**src/rtl/ap_mem_pkg.sv**
```systemverilog
// rtl/ap_mem_pkg.sv - shared AP_total memory geometry and reader state encoding
package ap_mem_pkg;

  localparam int ELEMENT_WIDTH = 64;
  localparam int NO_OF_UNITS   = 8;
  localparam int ROW_WIDTH     = ELEMENT_WIDTH * NO_OF_UNITS;
  localparam int MEM_DEPTH     = 2001;
  localparam int ADDRESS_WIDTH = 32;

  typedef enum logic [1:0] {
    ST_IDLE   = 2'd0,
    ST_STREAM = 2'd1,
    ST_FLUSH  = 2'd2,
    ST_DONE   = 2'd3
  } reader_state_t;

endpackage

```
**src/rtl/ap_total_stream_reader.sv**
```systemverilog
// rtl/ap_total_stream_reader.sv - AP_total row streamer; optional AP_TOTAL_READER_BOUNDS_CHECK_EN range rejection
module ap_total_stream_reader
  import ap_mem_pkg::*;
#(
  parameter int element_width = ELEMENT_WIDTH,
  parameter int no_of_units   = NO_OF_UNITS,
  parameter int address_width = ADDRESS_WIDTH
`ifdef AP_TOTAL_READER_BOUNDS_CHECK_EN
  ,
  parameter int mem_depth     = MEM_DEPTH
`endif
) (
  input  logic                                 clk,
  input  logic                                 reset_n,
  input  logic                                 start,
  input  logic [address_width-1:0]             base_address,
  input  logic [address_width-1:0]             length,
  output logic [address_width-1:0]             read_address,
  input  logic [element_width*no_of_units-1:0] memory_output,
  output logic [element_width*no_of_units-1:0] out_data,
  output logic                                 out_valid,
  input  logic                                 out_ready,
  output logic                                 out_last,
  output logic                                 busy,
  output logic                                 done,
  output logic                                 error
);

  reader_state_t              state;
  reader_state_t              next_state;
  logic [address_width-1:0]   remaining;
  logic                       capture;
  logic                       reject;

  // A new row may be taken whenever the output register is empty or being drained this cycle.
  assign capture = (state == ST_STREAM) && (!out_valid || out_ready);

`ifdef AP_TOTAL_READER_BOUNDS_CHECK_EN
  logic [address_width:0] end_row;
  assign end_row = {1'b0, base_address} + {1'b0, length};
  assign reject  = end_row > (address_width + 1)'(mem_depth);
`else
  assign reject  = 1'b0;
`endif

  assign busy = (state != ST_IDLE);
  assign done = (state == ST_DONE);

  // State register.
  always_ff @(posedge clk) begin
    if (!reset_n) begin
      state <= ST_IDLE;
    end else begin
      state <= next_state;
    end
  end

  // Next-state logic: rejected or empty commands go straight to DONE.
  always_comb begin
    next_state = state;
    case (state)
      ST_IDLE: begin
        if (start) begin
          if (reject || (length == '0)) begin
            next_state = ST_DONE;
          end else begin
            next_state = ST_STREAM;
          end
        end
      end
      ST_STREAM: begin
        if (capture && (remaining == address_width'(1))) begin
          next_state = ST_FLUSH;
        end
      end
      ST_FLUSH: begin
        if (out_valid && out_ready) begin
          next_state = ST_DONE;
        end
      end
      default: begin
        next_state = ST_IDLE;
      end
    endcase
  end

  // Address walk, row capture and output beat register; stalls leave everything untouched.
  always_ff @(posedge clk) begin
    if (!reset_n) begin
      read_address <= '0;
      remaining    <= '0;
      out_data     <= '0;
      out_valid    <= 1'b0;
      out_last     <= 1'b0;
    end else begin
      case (state)
        ST_IDLE: begin
          if (start && !reject && (length != '0)) begin
            read_address <= base_address;
            remaining    <= length;
          end
        end
        ST_STREAM: begin
          if (capture) begin
            out_data     <= memory_output;
            out_valid    <= 1'b1;
            out_last     <= (remaining == address_width'(1));
            read_address <= read_address + address_width'(1);
            remaining    <= remaining - address_width'(1);
          end
        end
        ST_FLUSH: begin
          if (out_valid && out_ready) begin
            out_valid <= 1'b0;
            out_last  <= 1'b0;
          end
        end
        default: begin
        end
      endcase
    end
  end

`ifdef AP_TOTAL_READER_BOUNDS_CHECK_EN
  // Rejection flag is latched per accepted start and held until the next one.
  always_ff @(posedge clk) begin
    if (!reset_n) begin
      error <= 1'b0;
    end else if ((state == ST_IDLE) && start) begin
      error <= reject;
    end
  end
`else
  assign error = 1'b0;
`endif

endmodule
```
**config.mk**
```make
export PLATFORM = sky130hd
export DESIGN_NAME = ap_total_stream_reader
export DESIGN_NICKNAME = d
export VERILOG_FILES = /design/src/rtl/ap_mem_pkg.sv /design/src/rtl/ap_total_stream_reader.sv
export SDC_FILE = /design/constraint.sdc
export NUM_CORES = 1
export LEC_CHECK = 0
export ABC_AREA = 1
export BUFFER_PORTS_ARGS = -buffer_cell sky130_fd_sc_hd__buf_2
export CAP_MARGIN = 15
export CORE_AREA = 2 2 442 444
export CTS_BUF_LIST = sky130_fd_sc_hd__clkbuf_4 sky130_fd_sc_hd__clkbuf_8
export CTS_CLUSTER_SIZE = 12
export DETAILED_ROUTE_END_ITERATION = 8
export DIE_AREA = 0 0 444 446
export GPL_TIMING_DRIVEN = 0
export PLACE_DENSITY = 0.3
export SLEW_MARGIN = 40
export SYNTH_ARGS = -nofsm -noshare
export SYNTH_HDL_FRONTEND = slang
export SYNTH_SLANG_ARGS = --single-unit
```
**constraint.sdc**
```tcl
create_clock -name clk -period 2.3 [get_ports clk]
set_input_delay 0 -clock clk [delete_from_list [all_inputs] [get_ports clk]]
set_output_delay 0 -clock clk [all_outputs]
set_load 0.01 [all_outputs]
```
==> results.sh, run 1 <==
export IMPL_slew_of_the_pin_with_the_lowest_slew_margin_ps=795
export IMPL_avgSynthCellArea_um2=7.15
export IMPL_via_count_of_the_first_global_routing_pass=30400
export IMPL_multi_input_comb_area_um2=9800
export IMPL_grt_start_max_net_pins=20
export IMPL_yosys_top_cells_count="sky130_fd_sc_hd__nor2_1, sky130_fd_sc_hd__dfxtp_1, sky130_fd_sc_hd__o21ai_0"
export IMPL_wl_per_cell_um=20.3
export IMPL_place_hpwl_mm=132
export IMPL_post_drt_via_cell_ratio=3.72
export IMPL_gp_congestion=0.865
export IMPL_ys_dominant_reg_cell="sky130_fd_sc_hd__dfxtp_1"
export IMPL_drt_drc_violations_left=0
export IMPL_arrival_ps=2940
export IMPL_area_growth_syn_to_layout_pct=101
export IMPL_globalRouteOverflowTotal=0
export IMPL_floorplan_core_area_um2=194000
export IMPL_io_buffers=1126
export IMPL_synth_area_leader_cell="sky130_fd_sc_hd__dfxtp_1"
export IMPL_synth_seq_cells=580
export IMPL_max_cap_viol_count=0
export IMPL_maximum_operating_frequency_mhz=453
export IMPL_critical_path_startpoint_type="register"
export IMPL_period_needed_ps=2210
export IMPL_detailedRoute_firstPassIterationCount=5
export IMPL_cp_slowest_cell="sky130_fd_sc_hd__o21ai_1"
export IMPL_initial_cell_density_of_the_core=0.116
export IMPL_final_min_period_over_clock_period=0.960
export IMPL_postPlaceCellArea_um2=31400
export IMPL_tritoncts_clock_tree="built"
export IMPL_finalHoldViolCount=0
export IMPL_hold_path_class="in2reg"
export IMPL_cp_data_required_time_ps=3030
export IMPL_outcome="finished clean"
export IMPL_maxSlewHeadroom=0.470
export IMPL_wl_mm=165
export IMPL_power_static_leakage_nw=20.2
export IMPL_report_final_setup_viol=0
export IMPL_finalMaxSlewViolations=0
export IMPL_r2r_worst_path_cells=9
export IMPL_power_switching_share=0.436
export IMPL_syn_area_um2=22500
export IMPL_dr_first_iter_drc_count=1680
export IMPL_synth_seq_area_share=0.515
export IMPL_num_nets_final=6077
export IMPL_numCtsBuffers=130
export IMPL_ff_latch_area_um2=11600
export IMPL_num_vias=30200
export IMPL_placedCellCount=6823
export IMPL_cts_sinks=580
export IMPL_row_count=162
export IMPL_synthCells=3153
export IMPL_floorplan_io_pins=1129
export IMPL_antenna_left=0
export IMPL_clock_power_share=0.241
export IMPL_cp_max_fo=10
export IMPL_comb_power_share=0.438
export IMPL_drive_above_1_share=0.269
export IMPL_power_density_nw_per_um2=1160
export IMPL_num_fill_cells=21900
export IMPL_yosysTopAreaCellShare=0.515
export IMPL_die_area_um2=198000
export IMPL_power_share_sequential=0.321
export IMPL_whs_path_depth=4
export IMPL_synth_warnings=0
export IMPL_final_area_um2=45200
export IMPL_post_synth_main_area_contributors="sky130_fd_sc_hd__dfxtp_1, sky130_fd_sc_hd__nor2_1, sky130_fd_sc_hd__o21ai_0"
export IMPL_vdd_ir_drop_worst_v=0.000490
export IMPL_final_cells=8135
export IMPL_groute_usage_overall=0.159
export IMPL_critPathKind="reg2reg"
export IMPL_rsz_0062_raised_after_global_routing="no"
export IMPL_htreeDepth=4
export IMPL_worst_skew_pair_late_latency_ps=880
export IMPL_yosysMostFrequentCell="sky130_fd_sc_hd__nor2_1"
export IMPL_switchingPower_w=0.0229
export IMPL_cellInternalPower_w=0.0297
export IMPL_cp_cell_sequence="ha_1 -> buf_4 -> o21ai_4 -> buf_12 -> buf_12 -> buf_4 -> buf_2 -> o21ai_1 -> nor2_1"
export IMPL_yosysUniqueCellTypes=34
export IMPL_finalPower_w=0.0526
export IMPL_synth_edf_count=0
export IMPL_antenna_found_initial=45
export IMPL_finalClockSkew_ps=67.2
export IMPL_ctsRootBufferMaster="sky130_fd_sc_hd__clkbuf_8"
export IMPL_dieWidth_um=444
export IMPL_syn_nets=3741
export IMPL_die_height_um=446
export IMPL_async_set_or_reset_flop_fraction_in_the_synthesized_netlist=0
export IMPL_path_clk_slew_ps=60
export IMPL_critical_path_max_stage_delay_ps=430
export IMPL_clock_path_buffers=3
export IMPL_worst_setup_path_end_kind="register"
export IMPL_grt_pass1_wl_mm=226
export IMPL_setup_tns_ps=0
## area by class of cell
type / instances / area share
Timing Repair Buffer: 2206 / 0.364
Sequential cell: 580 / 0.257
Multi-Input combinational cell: 2298 / 0.217
Tap cell: 2542 / 0.0703
Clock buffer: 203 / 0.0557
Buffer: 205 / 0.0251
Inverter: 68 / 0.00581
Clock inverter: 18 / 0.00484
Antenna cell: 15 / 0.000830
## registers in the layout, indices dropped and copies added, names as in the netlist
| name | flops |
|---|---|
| out_data | 512 |
| out_last | 1 |
| out_valid | 1 |
| read_address | 32 |
| remaining | 32 |
| state | 2 |
## layout by cell type (no fill, tap or decap), drive strengths merged, types with 8 or more instances in the layout
| cell | netlist | layout |
|---|---|---|
| nand3b | 11 | 11 |
| o21ai | 575 | 575 |
| ha | 8 | 8 |
| diode | 0 | 15 |
| buf | 61 | 1181 |
| xor2 | 9 | 9 |
| clkbuf | 146 | 357 |
| dlygate4sd3 | 0 | 1076 |
| nor2 | 1252 | 1252 |
| nand3 | 56 | 56 |
| nand2 | 291 | 291 |
| inv | 68 | 77 |
| dfxtp | 580 | 580 |
| a21oi | 57 | 57 |
## logic make-up (layout without fill, tap and decap cells)
| family | after synthesis | count (layout) | synth area share |
|---|---|---|---|
| AND/OR/NAND/NOR | 1628 | 1628 | 0.278 |
| buffers and inverters | 275 | 2700 | 0.0507 |
| other | 1 | 16 | 0.000166 |
| AO/OA/AOI/OAI | 646 | 646 | 0.145 |
| flip-flops | 580 | 580 | 0.515 |
| multiplexers | 3 | 3 | 0.00133 |
| adder cells (fa/ha/maj) | 8 | 8 | 0.00444 |
| XOR/XNOR | 12 | 12 | 0.00466 |
## repair_timing
item                       4_1_cts  5_1_grt
buffers inserted                 2        0
gates resized for setup         77       85
hold endpoints to repair       580        0
setup endpoints to repair      552      504
hold buffers                  1076        0
## worst max-delay path, delay by kind of cell, from the launching register on
family                     cells  cell delay (ps)
and+or+nand+nor                1               80
adders and majority gates      1              170
AOI/OAI and AO/OA              2              520
buffers and inverters          5              860
DFF                            1              410
## through the flow
step / setup WS (ps) / hold slack, ps / util
2_1_floorplan: 594 / 165 / -
3_3_place_gp: -1310 / 250 / 0.162
3_5_place_dp: -862 / 256 / 0.162
4_1_cts: 0.529 / 1.52 / 0.233
5_1_grt: 0.892 / 49.4 / 0.234
6_report: 92.7 / 90.1 / 0.234
## layer usage
| metal | GRT usage | vias to the layer above | wire length (um) |
|---|---|---|---|
| li1 | - | 14800 | - |
| met4 | 0.0729 | 6 | 7620 |
| met2 | 0.275 | 1022 | 80200 |
| met3 | 0.0440 | 273 | 11300 |
| met5 | 0 | - | 33 |
| met1 | 0.183 | 14100 | 65700 |
## path summary, 6_finish.rpt
path / slack [ps] / to / startpoint
max: 90 / out_data[284]$_SDFFE_PN0P_ / state[0]$_SDFFE_PN0P_
min: 90 / out_data[271]$_SDFFE_PN0P_ / memory_output[271]
max reg2reg: 90 / out_data[284]$_SDFFE_PN0P_ / state[0]$_SDFFE_PN0P_
min reg2reg: 470 / out_data[254]$_SDFFE_PN0P_ / out_data[254]$_SDFFE_PN0P_
## power by group through the flow
stage | Sequential (W) | Combinational [W] | Clock (W)
after global placement | 0.0169 | 0.0214 | 0
after detailed placement | 0.0170 | 0.0214 | 0
after floorplan | 0.0181 | 0.00903 | 0
after CTS | 0.0169 | 0.0232 | 0.0132
after global routing | 0.0174 | 0.0254 | 0.0136
final | 0.0169 | 0.0231 | 0.0127
No activity file was read; power rests on OpenSTA's default activity.
==> run 2: changes to the inputs <==
==> constraint.sdc (replaced) <==
create_clock -name clk -period 1.85 [get_ports clk]
set_input_delay 0 -clock clk [delete_from_list [all_inputs] [get_ports clk]]
set_output_delay 0 -clock clk [all_outputs]
set_load 0.01 [all_outputs]
==> results.sh, run 2 (synthesis gave the netlist of run 1 again) <==
export IMPL_die_area_um2=198000
export IMPL_dr_first_iter_drc_count=1725
export IMPL_htreeDepth=4
export IMPL_antenna_left=0
export IMPL_groute_usage_overall=0.162
export IMPL_area_growth_syn_to_layout_pct=116
export IMPL_finalHoldViolCount=0
export IMPL_top_regs="out_data: 512 flops, read_address: 32 flops, remaining: 32 flops"
export IMPL_maximum_operating_frequency_mhz=516
export IMPL_worst_setup_path_end_kind="register"
export IMPL_row_count=162
export IMPL_max_cap_viol_count=0
export IMPL_drive_above_1_share=0.334
export IMPL_gp_congestion=0.865
export IMPL_slew_of_the_pin_with_the_lowest_slew_margin_ps=879
export IMPL_maxSlewHeadroom=0.414
export IMPL_numCtsBuffers=130
export IMPL_most_common_layout_cells="sky130_fd_sc_hd__buf_2, sky130_fd_sc_hd__dlygate4sd3_1, sky130_fd_sc_hd__nor2_1, sky130_fd_sc_hd__dfxtp_1, sky130_fd_sc_hd__o21ai_0"
export IMPL_clock_path_buffers=3
export IMPL_final_area_um2=48800
export IMPL_grt_pass1_wl_mm=230
export IMPL_globalRouteOverflowTotal=0
export IMPL_floorplan_core_area_um2=194000
export IMPL_worst_skew_pair_late_latency_ps=880
export IMPL_met2_usage_in_global_routing=0.278
export IMPL_worst_hold_slack_ps=108
export IMPL_cp_num_buf_inv=4
export IMPL_cp_cell_sequence="inv_4 -> ha_4 -> inv_4 -> nor2_2 -> nand2_1 -> nor2_2 -> nand3_2 -> o21bai_4 -> buf_12 -> buf_12 -> o21ai_1 -> a21oi_1"
export IMPL_path_clk_slew_ps=60
export IMPL_critPathKind="reg2reg"
export IMPL_crit_family="compound AO/OA/AOI/OAI gates"
export IMPL_fin_ws_ps=-89.5
export IMPL_initial_cell_density_of_the_core=0.116
export IMPL_setup_tns_ps=-8570
export IMPL_vdd_ir_drop_worst_v=0.000654
export IMPL_floorplan_io_pins=1129
export IMPL_wl_mm=170
export IMPL_cts_sinks=580
export IMPL_antenna_found_initial=39
export IMPL_via_count_of_the_first_global_routing_pass=31000
export IMPL_report_final_setup_viol=316
export IMPL_crit_cells=12
export IMPL_num_fill_cells=21600
export IMPL_cp_slowest_cell="sky130_fd_sc_hd__dfxtp_4"
export IMPL_power_static_leakage_nw=21.5
export IMPL_place_hpwl_mm=132
export IMPL_cp_data_required_time_ps=2620
export IMPL_whs_path_depth=4
export IMPL_arrival_ps=2710
export IMPL_detailedRoute_firstPassIterationCount=5
export IMPL_grt_start_max_net_pins=17
export IMPL_r2r_setup_slack_ps=-90
export IMPL_die_height_um=446
export IMPL_num_vias=30800
export IMPL_final_common_cell="sky130_fd_sc_hd__buf_2"
export IMPL_postPlaceCellArea_um2=31400
export IMPL_finalMaxSlewViolations=0
export IMPL_regMostFlops="out_data"
export IMPL_period_needed_ps=1940
export IMPL_num_nets_final=6142
export IMPL_dieWidth_um=444
export IMPL_ctsRootBufferMaster="sky130_fd_sc_hd__clkbuf_8"
export IMPL_critical_path_startpoint_type="register"
export IMPL_power_density_nw_per_um2=1500
export IMPL_tritoncts_clock_tree="built"
export IMPL_finalPower_w=0.0732
export IMPL_outcome="finished, violations left"
export IMPL_finalClockSkew_ps=72.1
export IMPL_drt_drc_violations_left=0
export IMPL_violations_in_the_final_reports="negative setup slack"
export IMPL_globalRoute_busiestLayer="met2"
export IMPL_post_drt_via_cell_ratio=3.76
export IMPL_cp_max_fo=10
export IMPL_largest_reg_flops=512
export IMPL_globalRouteMet3Util=0.0443
export IMPL_final_min_period_over_clock_period=1.05
export IMPL_io_buffers=1126
export IMPL_r2r_worst_path_cells=12
export IMPL_critical_path_max_stage_delay_ps=370
export IMPL_hold_path_class="in2reg"
export IMPL_wl_per_cell_um=20.8
export IMPL_global_route_usage_met1=0.185
export IMPL_rsz_0062_raised_after_global_routing="yes"
==> run 2: cell count changes in the layout (fill, tap and decap cells not counted), moves of 24 or more <==
cell	before	now
sky130_fd_sc_hd__buf_12	2	35
sky130_fd_sc_hd__nor2_2	4	133
sky130_fd_sc_hd__clkbuf_16	1	36
sky130_fd_sc_hd__o21ai_1	30	64
sky130_fd_sc_hd__buf_2	1151	1127
sky130_fd_sc_hd__nor2_1	1247	1011
sky130_fd_sc_hd__o21ai_2	0	25
sky130_fd_sc_hd__nor2_4	1	108
sky130_fd_sc_hd__clkbuf_2	51	22
sky130_fd_sc_hd__o21ai_0	544	484
==> run 2: worst paths after layout <==
check / start / end
max: state[0]$_SDFFE_PN0P_ / read_address[4]$_SDFFE_PN0P_
min: memory_output[467] / out_data[467]$_SDFFE_PN0P_
max reg2reg: state[0]$_SDFFE_PN0P_ / read_address[4]$_SDFFE_PN0P_
min reg2reg: out_data[254]$_SDFFE_PN0P_ / out_data[254]$_SDFFE_PN0P_
==> run 2: tightest hold or removal path, stage by stage <==
cell                            delay (ps)
sky130_fd_sc_hd__dlygate4sd3_1         620
sky130_fd_sc_hd__buf_2                 130
sky130_fd_sc_hd__o21ai_0                70
sky130_fd_sc_hd__nor2_1                 80
==> run 2: cell type report <==
type | count | area (um2) | area share
tap | 2542 | 3180 | 0.0652
clock buffer | 203 | 2520 | 0.0516
multi-input combinational | 2298 | 11300 | 0.231
clock inverter | 18 | 219 | 0.00449
buffer | 206 | 2100 | 0.0430
timing repair inverter | 1 | 16.3 | 0.000333
inverter | 68 | 289 | 0.00592
timing repair buffer | 2269 | 17500 | 0.359
sequential | 580 | 11600 | 0.238
antenna | 18 | 45.0 | 0.000923
==> run 2: timing repair <==
action                                  4_1_cts  5_1_grt
resized for setup                           549      372
gates cloned                                 16       16
endpoints found under the setup margin      580      577
buffers inserted                             10       12
pin swaps                                    34       41
hold buffers                               1088        0
endpoints found under the hold margin       580        0
==> run 2: power breakdown <==
part,switching (W),internal (W),leakage (nW)
Sequential,0.00414,0.0175,4.78
Combinational,0.0205,0.0152,15.2
Clock,0.00684,0.00894,1.45
==> run 2: through the flow <==
step | cells | setup slack (ps) | util
2_1_floorplan | 3153 | 144 | -
3_3_place_gp | 6821 | -1760 | 0.162
3_5_place_dp | 6823 | -1310 | 0.162
4_1_cts | 8158 | -131 | 0.244
5_1_grt | 8200 | -166 | 0.252
6_report | 8203 | -89.5 | 0.252
==> run 2: layer usage <==
metal	part of all wire	vias up
li1	-	15000
met1	0.40	14500
met2	0.49	1016
met3	0.064	305
met4	0.049	8
met5	0.00024	-
